**src/rtl/systolic_scheduler_v2.sv**
```systemverilog
// Control sequencer for a ROWS x COLS weight-stationary systolic array:
// weight load, staggered compute with activation feed, drain, done pulse.
module systolic_scheduler_v2 #(
  parameter int ROWS        = 2,
  parameter int COLS        = 2,
  parameter int PE_LATENCY  = 4,
  parameter int MAX_VECTORS = 16,
  parameter int LOAD_ALL    = 0,
  parameter int VEC_W       = $clog2(MAX_VECTORS + 1)
) (
  input  logic             clk,
  input  logic             reset_n,
  input  logic             general_enable,
  input  logic             start,
  input  logic [VEC_W-1:0] num_vectors,
  output logic [ROWS-1:0]  load_weight,
  output logic [ROWS-1:0]  enable_mult,
  output logic             feed_strobe,
  output logic [VEC_W-1:0] feed_index,
  output logic             busy,
  output logic             done
);

  localparam int CW = $clog2((MAX_VECTORS + ROWS + COLS - 2) * PE_LATENCY + 1);
  localparam int LW = $clog2(ROWS + 1);
  localparam int PW = $clog2(PE_LATENCY + 1);

  typedef enum logic [1:0] {S_IDLE, S_LOAD, S_COMPUTE, S_DONE} state_t;

  state_t           state_q, state_d;
  logic [LW-1:0]    ld_q, ld_d;
  logic [CW-1:0]    c_q, c_d;
  logic [CW-1:0]    vidx_q, vidx_d;
  logic [PW-1:0]    ph_q, ph_d;
  logic [VEC_W-1:0] nv_q, nv_d;
  logic [CW-1:0]    t_last;

  logic [ROWS-1:0]  lw_d, en_d;
  logic             fs_d, busy_d, done_d;
  logic [VEC_W-1:0] fi_d;

  // Outputs are derived from the next state/counters so the registered
  // outputs line up with the state they describe, with no extra cycle.
  always_comb begin
    state_d = state_q;
    ld_d    = ld_q;
    c_d     = c_q;
    vidx_d  = vidx_q;
    ph_d    = ph_q;
    nv_d    = nv_q;
    t_last  = (CW'(nv_q) + CW'(ROWS + COLS - 2)) * CW'(PE_LATENCY) - CW'(1);

    case (state_q)
      S_IDLE: begin
        if (start) begin
          state_d = S_LOAD;
          ld_d    = '0;
          nv_d    = (num_vectors > VEC_W'(MAX_VECTORS)) ? VEC_W'(MAX_VECTORS) : num_vectors;
        end
      end
      S_LOAD: begin
        if (ld_q == LW'(ROWS - 1)) begin
          c_d     = '0;
          ph_d    = '0;
          vidx_d  = '0;
          state_d = (nv_q != '0) ? S_COMPUTE : S_DONE;
        end else begin
          ld_d = ld_q + 1'b1;
        end
      end
      S_COMPUTE: begin
        if (c_q == t_last) begin
          state_d = S_DONE;
        end else begin
          c_d = c_q + 1'b1;
          // Phase/vector-index pair replaces c mod / div PE_LATENCY.
          if (ph_q == PW'(PE_LATENCY - 1)) begin
            ph_d   = '0;
            vidx_d = vidx_q + 1'b1;
          end else begin
            ph_d = ph_q + 1'b1;
          end
        end
      end
      S_DONE:  state_d = S_IDLE;
      default: state_d = S_IDLE;
    endcase

    busy_d = (state_d != S_IDLE);
    done_d = (state_d == S_DONE);
    lw_d   = '0;
    if (state_d == S_LOAD) begin
      if (LOAD_ALL != 0) lw_d = '1;
      else               lw_d = ROWS'(1) << ld_d;
    end
    en_d = '0;
    for (int unsigned r = 0; r < ROWS; r++) begin
      en_d[r] = (state_d == S_COMPUTE) && (c_d >= CW'(r * PE_LATENCY));
    end
    fs_d = (state_d == S_COMPUTE) && (ph_d == '0) && (vidx_d < CW'(nv_d));
    fi_d = fs_d ? VEC_W'(vidx_d) : '0;
  end

  always_ff @(posedge clk or negedge reset_n) begin
    if (!reset_n) begin
      state_q     <= S_IDLE;
      ld_q        <= '0;
      c_q         <= '0;
      vidx_q      <= '0;
      ph_q        <= '0;
      nv_q        <= '0;
      load_weight <= '0;
      enable_mult <= '0;
      feed_strobe <= 1'b0;
      feed_index  <= '0;
      busy        <= 1'b0;
      done        <= 1'b0;
    end else if (general_enable) begin
      state_q     <= state_d;
      ld_q        <= ld_d;
      c_q         <= c_d;
      vidx_q      <= vidx_d;
      ph_q        <= ph_d;
      nv_q        <= nv_d;
      load_weight <= lw_d;
      enable_mult <= en_d;
      feed_strobe <= fs_d;
      feed_index  <= fi_d;
      busy        <= busy_d;
      done        <= done_d;
    end
  end

endmodule
```
**config.mk**
```make
export PLATFORM = sky130hd
export DESIGN_NAME = systolic_scheduler_v2
export DESIGN_NICKNAME = d
export VERILOG_FILES = /design/src/rtl/systolic_scheduler_v2.sv
export SDC_FILE = /design/constraint.sdc
export NUM_CORES = 1
export LEC_CHECK = 0
export BUFFER_PORTS_ARGS = -buffer_cell sky130_fd_sc_hd__buf_2
export CAP_MARGIN = 20
export CORE_MARGIN = 10
export CORE_UTILIZATION = 60
export DETAILED_ROUTE_END_ITERATION = 8
export PLACE_DENSITY_LB_ADDON = 0.3
export SETUP_SLACK_MARGIN = 0.3
export SLEW_MARGIN = 40
export SYNTH_ARGS = -nofsm -noshare
export SYNTH_HDL_FRONTEND = slang
export SYNTH_SLANG_ARGS = --single-unit
```
**constraint.sdc**
```tcl
create_clock -name clk -period 12 [get_ports clk]
set_clock_uncertainty 0.2 [all_clocks]
set_input_delay 2.4 -clock clk [delete_from_list [all_inputs] [get_ports clk]]
set_output_delay 2.4 -clock clk [all_outputs]
set_load 0.1 [all_outputs]
```
Word level (Yosys, flattened, before mapping)
Index checks and enable logic that the tools add are counted.
Storage, ports and cells
  register bits: 38
  output and inout port bits: 12
  logic and storage cells: 64
Operators by class
  add/subtract/negate cells: 6
  magnitude comparators: 4
  equal/unequal tests: 9
  shifts and indexed selects: 1
  multiplexer cells: 24
  reductions and logical operators: 8
Operator list (count)
  2-to-1 mux 7 bit: 5
  case mux 7 bit (2 select lines): 2
  2-to-1 mux 5 bit: 4
  adder 7 x 1 -> 7 bit (second input constant): 2
  2-to-1 mux 2 bit: 6
  2-to-1 mux 3 bit: 3
  equality test 2 bit (second input constant): 4
  case mux 2 bit (4 select lines): 1
  equality test 7 bit: 1
  >= comparator 7 x 1 -> 1 bit (second input constant): 1
  >= comparator 7 x 3 -> 1 bit (second input constant): 1
  < comparator 7 x 5 -> 1 bit: 1
  subtractor 7 x 1 -> 7 bit (second input constant): 1
  equality test 2 x 1 -> 1 bit (second input constant): 3
  case mux 3 bit (2 select lines): 1
  adder 5 x 2 -> 5 bit (second input constant): 1
  greater-than comparator 5 bit (second input constant): 1
  nonzero test 5 bit: 1
  logical AND 1 bit: 4
  case mux 2 bit (2 select lines): 1
  adder 3 x 1 -> 3 bit (second input constant): 1
  equality test 3 x 2 -> 1 bit (second input constant): 1
  zero test 3 bit: 1
  adder 2 x 1 -> 2 bit (second input constant): 1
  4 further kinds: 4

Depth between registers and ports, before layout
  word-level depth: 9
  depth in mapped cells: 19
  depth with buffers taken out: 18

Worst setup path after synthesis
Ideal clock, no wire load.
  path type: input to register
  start point: input start
  end point: register feed_index[0]
  data arrival time: 4346 ps
  data required time: 11704 ps
  slack: 7358 ps
  stages: 9
  path buffers: 0
  cell sequence: nand2_1 mux2i_1 ha_1 a221o_1 a221oi_1 mux2i_1 a311oi_1 nand3_1 o32ai_2
Between the ends
  cells in the longest elaborated chain, start to end: 6
RTL lines
  start: declaration: line 14  | input logic start,
  parallel branches: the longest is 4 deep, another holds < comparator 7 x 5 -> 1 bit
  logical AND 1 bit *: line 100  | fs_d = (state_d == S_COMPUTE) && (ph_d == '0) && (vidx_d < CW'(nv_d));
  2-to-1 mux 5 bit *: line 101  | fi_d = fs_d ? VEC_W'(vidx_d) : '0;
  end signal: assignment: line 128  | feed_index <= fi_d;
  end: declaration: line 19  | output logic [VEC_W-1:0] feed_index,
Every way passes the cells marked *.
A chain may end at the register's enable or synchronous reset.

Worst setup path in the final report
  start point: input start
  end point: register feed_index[2]
Same word-level chain as after synthesis.

==> flow_metrics.env <==
export IMPL_dp_final_hpwl_mm=4.58
export IMPL_synth_ff_latch_count=38
export IMPL_static_leakage_power_nw=1.28
export IMPL_post_drt_via_cell_ratio=6.33
export IMPL_status="finished clean"
export IMPL_cts_hold_buffers=0
export IMPL_synth_enable_flop_cells=0
export IMPL_largest_net_degree_at_the_start_of_global_routing=39
export IMPL_proportion_of_synthesized_flip_flops_having_asynchronous_set_or_reset_pct=100
export IMPL_placed_cells_incl_taps=367
export IMPL_p_sw_uw=404
export IMPL_diodes=0
export IMPL_comb_power_share_pct=58.1
export IMPL_crit_path_top_delay_cell="sky130_fd_sc_hd__a311oi_1"
export IMPL_vias=2375
export IMPL_worstMarginPinSlew_ns=0.655
export IMPL_floorplan_die_area_sq_um=7450
export IMPL_path_class="in2reg"
export IMPL_crit_chain="buf_2 -> nand2_1 -> mux2i_1 -> ha_1 -> a221oi_1 -> o21ai_0 -> a21oi_1 -> mux2i_1 -> a311oi_1 -> nand4_1 -> o2bb2ai_1"
export IMPL_hold_path_class="reg2reg"
export IMPL_worst_path_largest_cell_delay_ns=0.36
export IMPL_drtPass1Iterations=5
export IMPL_drt_antenna_violating_nets=0
export IMPL_nets=345
export IMPL_cts_root_buf="sky130_fd_sc_hd__clkbuf_8"
export IMPL_first_iter_violations=227
export IMPL_die_width_microns=86.3
export IMPL_intPower_uw=394
export IMPL_grt_antenna_before_repair=0
export IMPL_postRouteWirelength_mm=6.45
export IMPL_post_cts_repair_setup_buffers=0
export IMPL_power_density_over_the_cells_nw_per_um2=277
export IMPL_post_dp_cell_area_sq_um=2730
export IMPL_fin_area_sq_um=2880
export IMPL_multiInputGateArea_sq_um=1550
export IMPL_first_pass_grt_wire_length_mm=11.0
export IMPL_relative_contribution_of_the_clock_network_to_total_power_pct=16.8
export IMPL_max_cap_violations=0
export IMPL_ioPinCount=21
export IMPL_fin_cells=375
export IMPL_hold_ws_ns=0.292
export IMPL_power_share_switching_pct=50.7
export IMPL_routedWlPerCell_microns=17.2
export IMPL_max_freq_mhz=208
export IMPL_clock_tree_buffer_depth=2
export IMPL_setup_violations=0
export IMPL_maxSlewViolCount=0
export IMPL_synthesis_area_per_instance_sq_um=8.54
export IMPL_critPathMaxFanout=8
export IMPL_register_area_sq_um=951
export IMPL_gate_count_after_technology_mapping=309
export IMPL_vdd_ir_drop_worst_mv=0.197
export IMPL_grt_remaining_overflow=0
export IMPL_row_count=24
export IMPL_worstSetupStartpointType="input port"
export IMPL_track_usage_pct=17.8
export IMPL_synthesis_area_sq_um=2640
export IMPL_cts_made_buffers=5
export IMPL_worst_skew_pair_late_latency_ns=0.29
export IMPL_fp_coreArea_sq_um=4290
export IMPL_cts_sinks=38
export IMPL_pwr_share_seq_pct=25.1
export IMPL_drc=0
export IMPL_cell_type_with_the_highest_occurrence_count_on_the_critical_path="sky130_fd_sc_hd__mux2i_1"
export IMPL_io_buffers=20
export IMPL_max_slew_margin_rel_pct=56.2
export IMPL_crit_path_end_kind="register"
export IMPL_synth_top_flop_cell="sky130_fd_sc_hd__dfrtp_1"
export IMPL_routability_congestion_estimate_from_global_placement=0.902
export IMPL_timing_final_hold_violations=0
export IMPL_critical_path_top_delay_family="compound AO/OA/AOI/OAI gates"
export IMPL_yosys_warnings=0
export IMPL_cp_num_buf_inv=1
export IMPL_worst_endpoint_arrival_ns=4.82
export IMPL_synthDistinctLibCells=55
export IMPL_htree_levels=2
export IMPL_required_ns=12.01
export IMPL_synth_sequential_area_ratio_pct=36.0
export IMPL_finish_utilization_pct=67.0
export IMPL_floorplan_initialDensity_pct=61.5
export IMPL_first_global_vias=2273
export IMPL_fp_dieH_microns=86.3
export IMPL_clkSlewWorstSetupHoldPaths_ns=0.07
export IMPL_flow_area_growth_from_synthesis_pct=9.00
export IMPL_cts_tree="built"
export IMPL_final_fill_count=360
export IMPL_finalCriticalPeriod_ns=4.81
export IMPL_min_period_over_period_pct=40.1
export IMPL_fin_tns_setup_ns=0
export IMPL_drive_above_1_share_pct=11.5
export IMPL_grt_setup_unrepaired="no"
export IMPL_cts_resized=0
export IMPL_nets_in_the_synthesized_netlist=332
synth_stat cells, drive strengths merged, types with 3 or more instances:
cell type | instances | area share [%]
a21o | 4 | 1.1
a21oi | 26 | 4.9
a221oi | 3 | 1.0
a31oi | 3 | 0.71
and2 | 5 | 1.2
buf | 5 | 1.4
clkbuf | 9 | 1.3
dfrtp | 38 | 36
ha | 14 | 6.6
inv | 19 | 2.7
mux2i | 7 | 2.7
nand2 | 33 | 4.7
nand2b | 5 | 1.2
nand3 | 12 | 2.3
nand4 | 4 | 0.95
nor2 | 28 | 4.0
nor2b | 4 | 0.95
nor3b | 5 | 1.6
o21a | 3 | 0.85
o21ai | 24 | 4.5
o2bb2ai | 6 | 2.0
o31ai | 4 | 1.1
o32ai | 3 | 1.3
xnor2 | 7 | 2.6
xor2 | 6 | 2.3
metrics by stage:
stage,setup WS (ns),power (mW)
after global routing,6.90,0.851
after floorplan,7.36,0.557
after CTS,7.25,0.792
after detailed placement,6.95,0.656
final,7.19,0.798
after global placement,7.03,0.645
cells in the final DEF, fill, tap and decap left out, drive strengths merged, types with 5 or more instances in the layout:
master   count
o21ai       24
nand2       33
nor2        28
buf         20
xnor2        7
and2         5
clkbuf       6
ha          14
inv         19
a21oi       26
nor3b        5
xor2         6
nand2b       5
o2bb2ai      6
mux2i        7
dfrtp       38
nand3       12
flip-flops by register name (all words and copies together) (netlist names):
signal,flops
enable_mult,2
vidx_q,7
feed_strobe,1
ph_q,3
done,1
ld_q,2
c_q,7
load_weight,2
nv_q,5
state_q,2
feed_index,5
busy,1
worst register-to-register path, cell delays in order (launching register included):
cell,delay [ns]
sky130_fd_sc_hd__dfrtp_1,0.47
sky130_fd_sc_hd__ha_1,0.37
sky130_fd_sc_hd__xor2_1,0.19
sky130_fd_sc_hd__xnor2_1,0.17
sky130_fd_sc_hd__and4_1,0.35
sky130_fd_sc_hd__a21boi_2,0.41
sky130_fd_sc_hd__a21oi_1,0.11
sky130_fd_sc_hd__o21ai_0,0.16
sky130_fd_sc_hd__o21a_1,0.22
sky130_fd_sc_hd__inv_1,0.07
sky130_fd_sc_hd__ha_1,0.32
sky130_fd_sc_hd__a221oi_1,0.31
sky130_fd_sc_hd__o21ai_0,0.13
sky130_fd_sc_hd__a21oi_1,0.15
sky130_fd_sc_hd__mux2i_1,0.09
sky130_fd_sc_hd__a311oi_1,0.36
sky130_fd_sc_hd__nand4_1,0.27
sky130_fd_sc_hd__o2bb2ai_1,0.21
kinds of logic (layout without fill, tap and decap cells):
family                     count (synthesis)  in the layout  share of synthesized area [%]
xor gates and xnor gates                  13             13                           4.88
DFF                                       38             38                           36.0
muxes                                      8              8                           3.08
and+or+nand+nor                          106            106                           19.4
buffers and inverters                     33             47                           5.45
AOI/OAI and AO/OA                         96             96                           24.2
adders and majority gates                 15             15                           7.01
layer usage:
metal  part of all wire, %  global-route usage (%)  up-vias
li1                      -                       -     1128
met1                    44                    23.2     1145
met2                    49                    28.7       90
met3                   5.1                    3.28       12
met4                   1.7                    6.48        0
met5                     0                       0        -
layout make-up:
cell class,instances,area share [%]
sequential,38,33.0
multi-input combinational,238,53.7
clock buffer,6,2.87
timing repair buffer,20,3.57
inverter,19,2.48
tap,52,2.26
clock inverter,2,2.09
power groups by stage:
stage / sequential, mW / clock (mW) / combinational (mW)
floorplan: 0.287 / 0 / 0.270
global placement: 0.200 / 0 / 0.445
detailed placement: 0.201 / 0 / 0.455
CTS: 0.199 / 0.136 / 0.458
global route: 0.206 / 0.141 / 0.504
finish: 0.200 / 0.134 / 0.463
path summary, 6_finish.rpt:
path | startpoint | end | slack, ns | cells past startpoint
setup / recovery | start | feed_index[2]$_DFFE_PN0P_ | 7.19 | 11
hold / removal | feed_index[1]$_DFFE_PN0P_ | feed_index[1]$_DFFE_PN0P_ | 0.29 | 1
setup reg to reg | nv_q[1]$_DFFE_PN0P_ | feed_index[2]$_DFFE_PN0P_ | 7.37 | 17
hold reg to reg | feed_index[1]$_DFFE_PN0P_ | feed_index[1]$_DFFE_PN0P_ | 0.29 | 1
max in group asynchronous | reset_n | ph_q[2]$_DFFE_PN0P_ | 9.39 | 1
min in group asynchronous | reset_n | done$_DFFE_PN0P_ | 1.87 | 1
(Power assumes the default switching activity.)
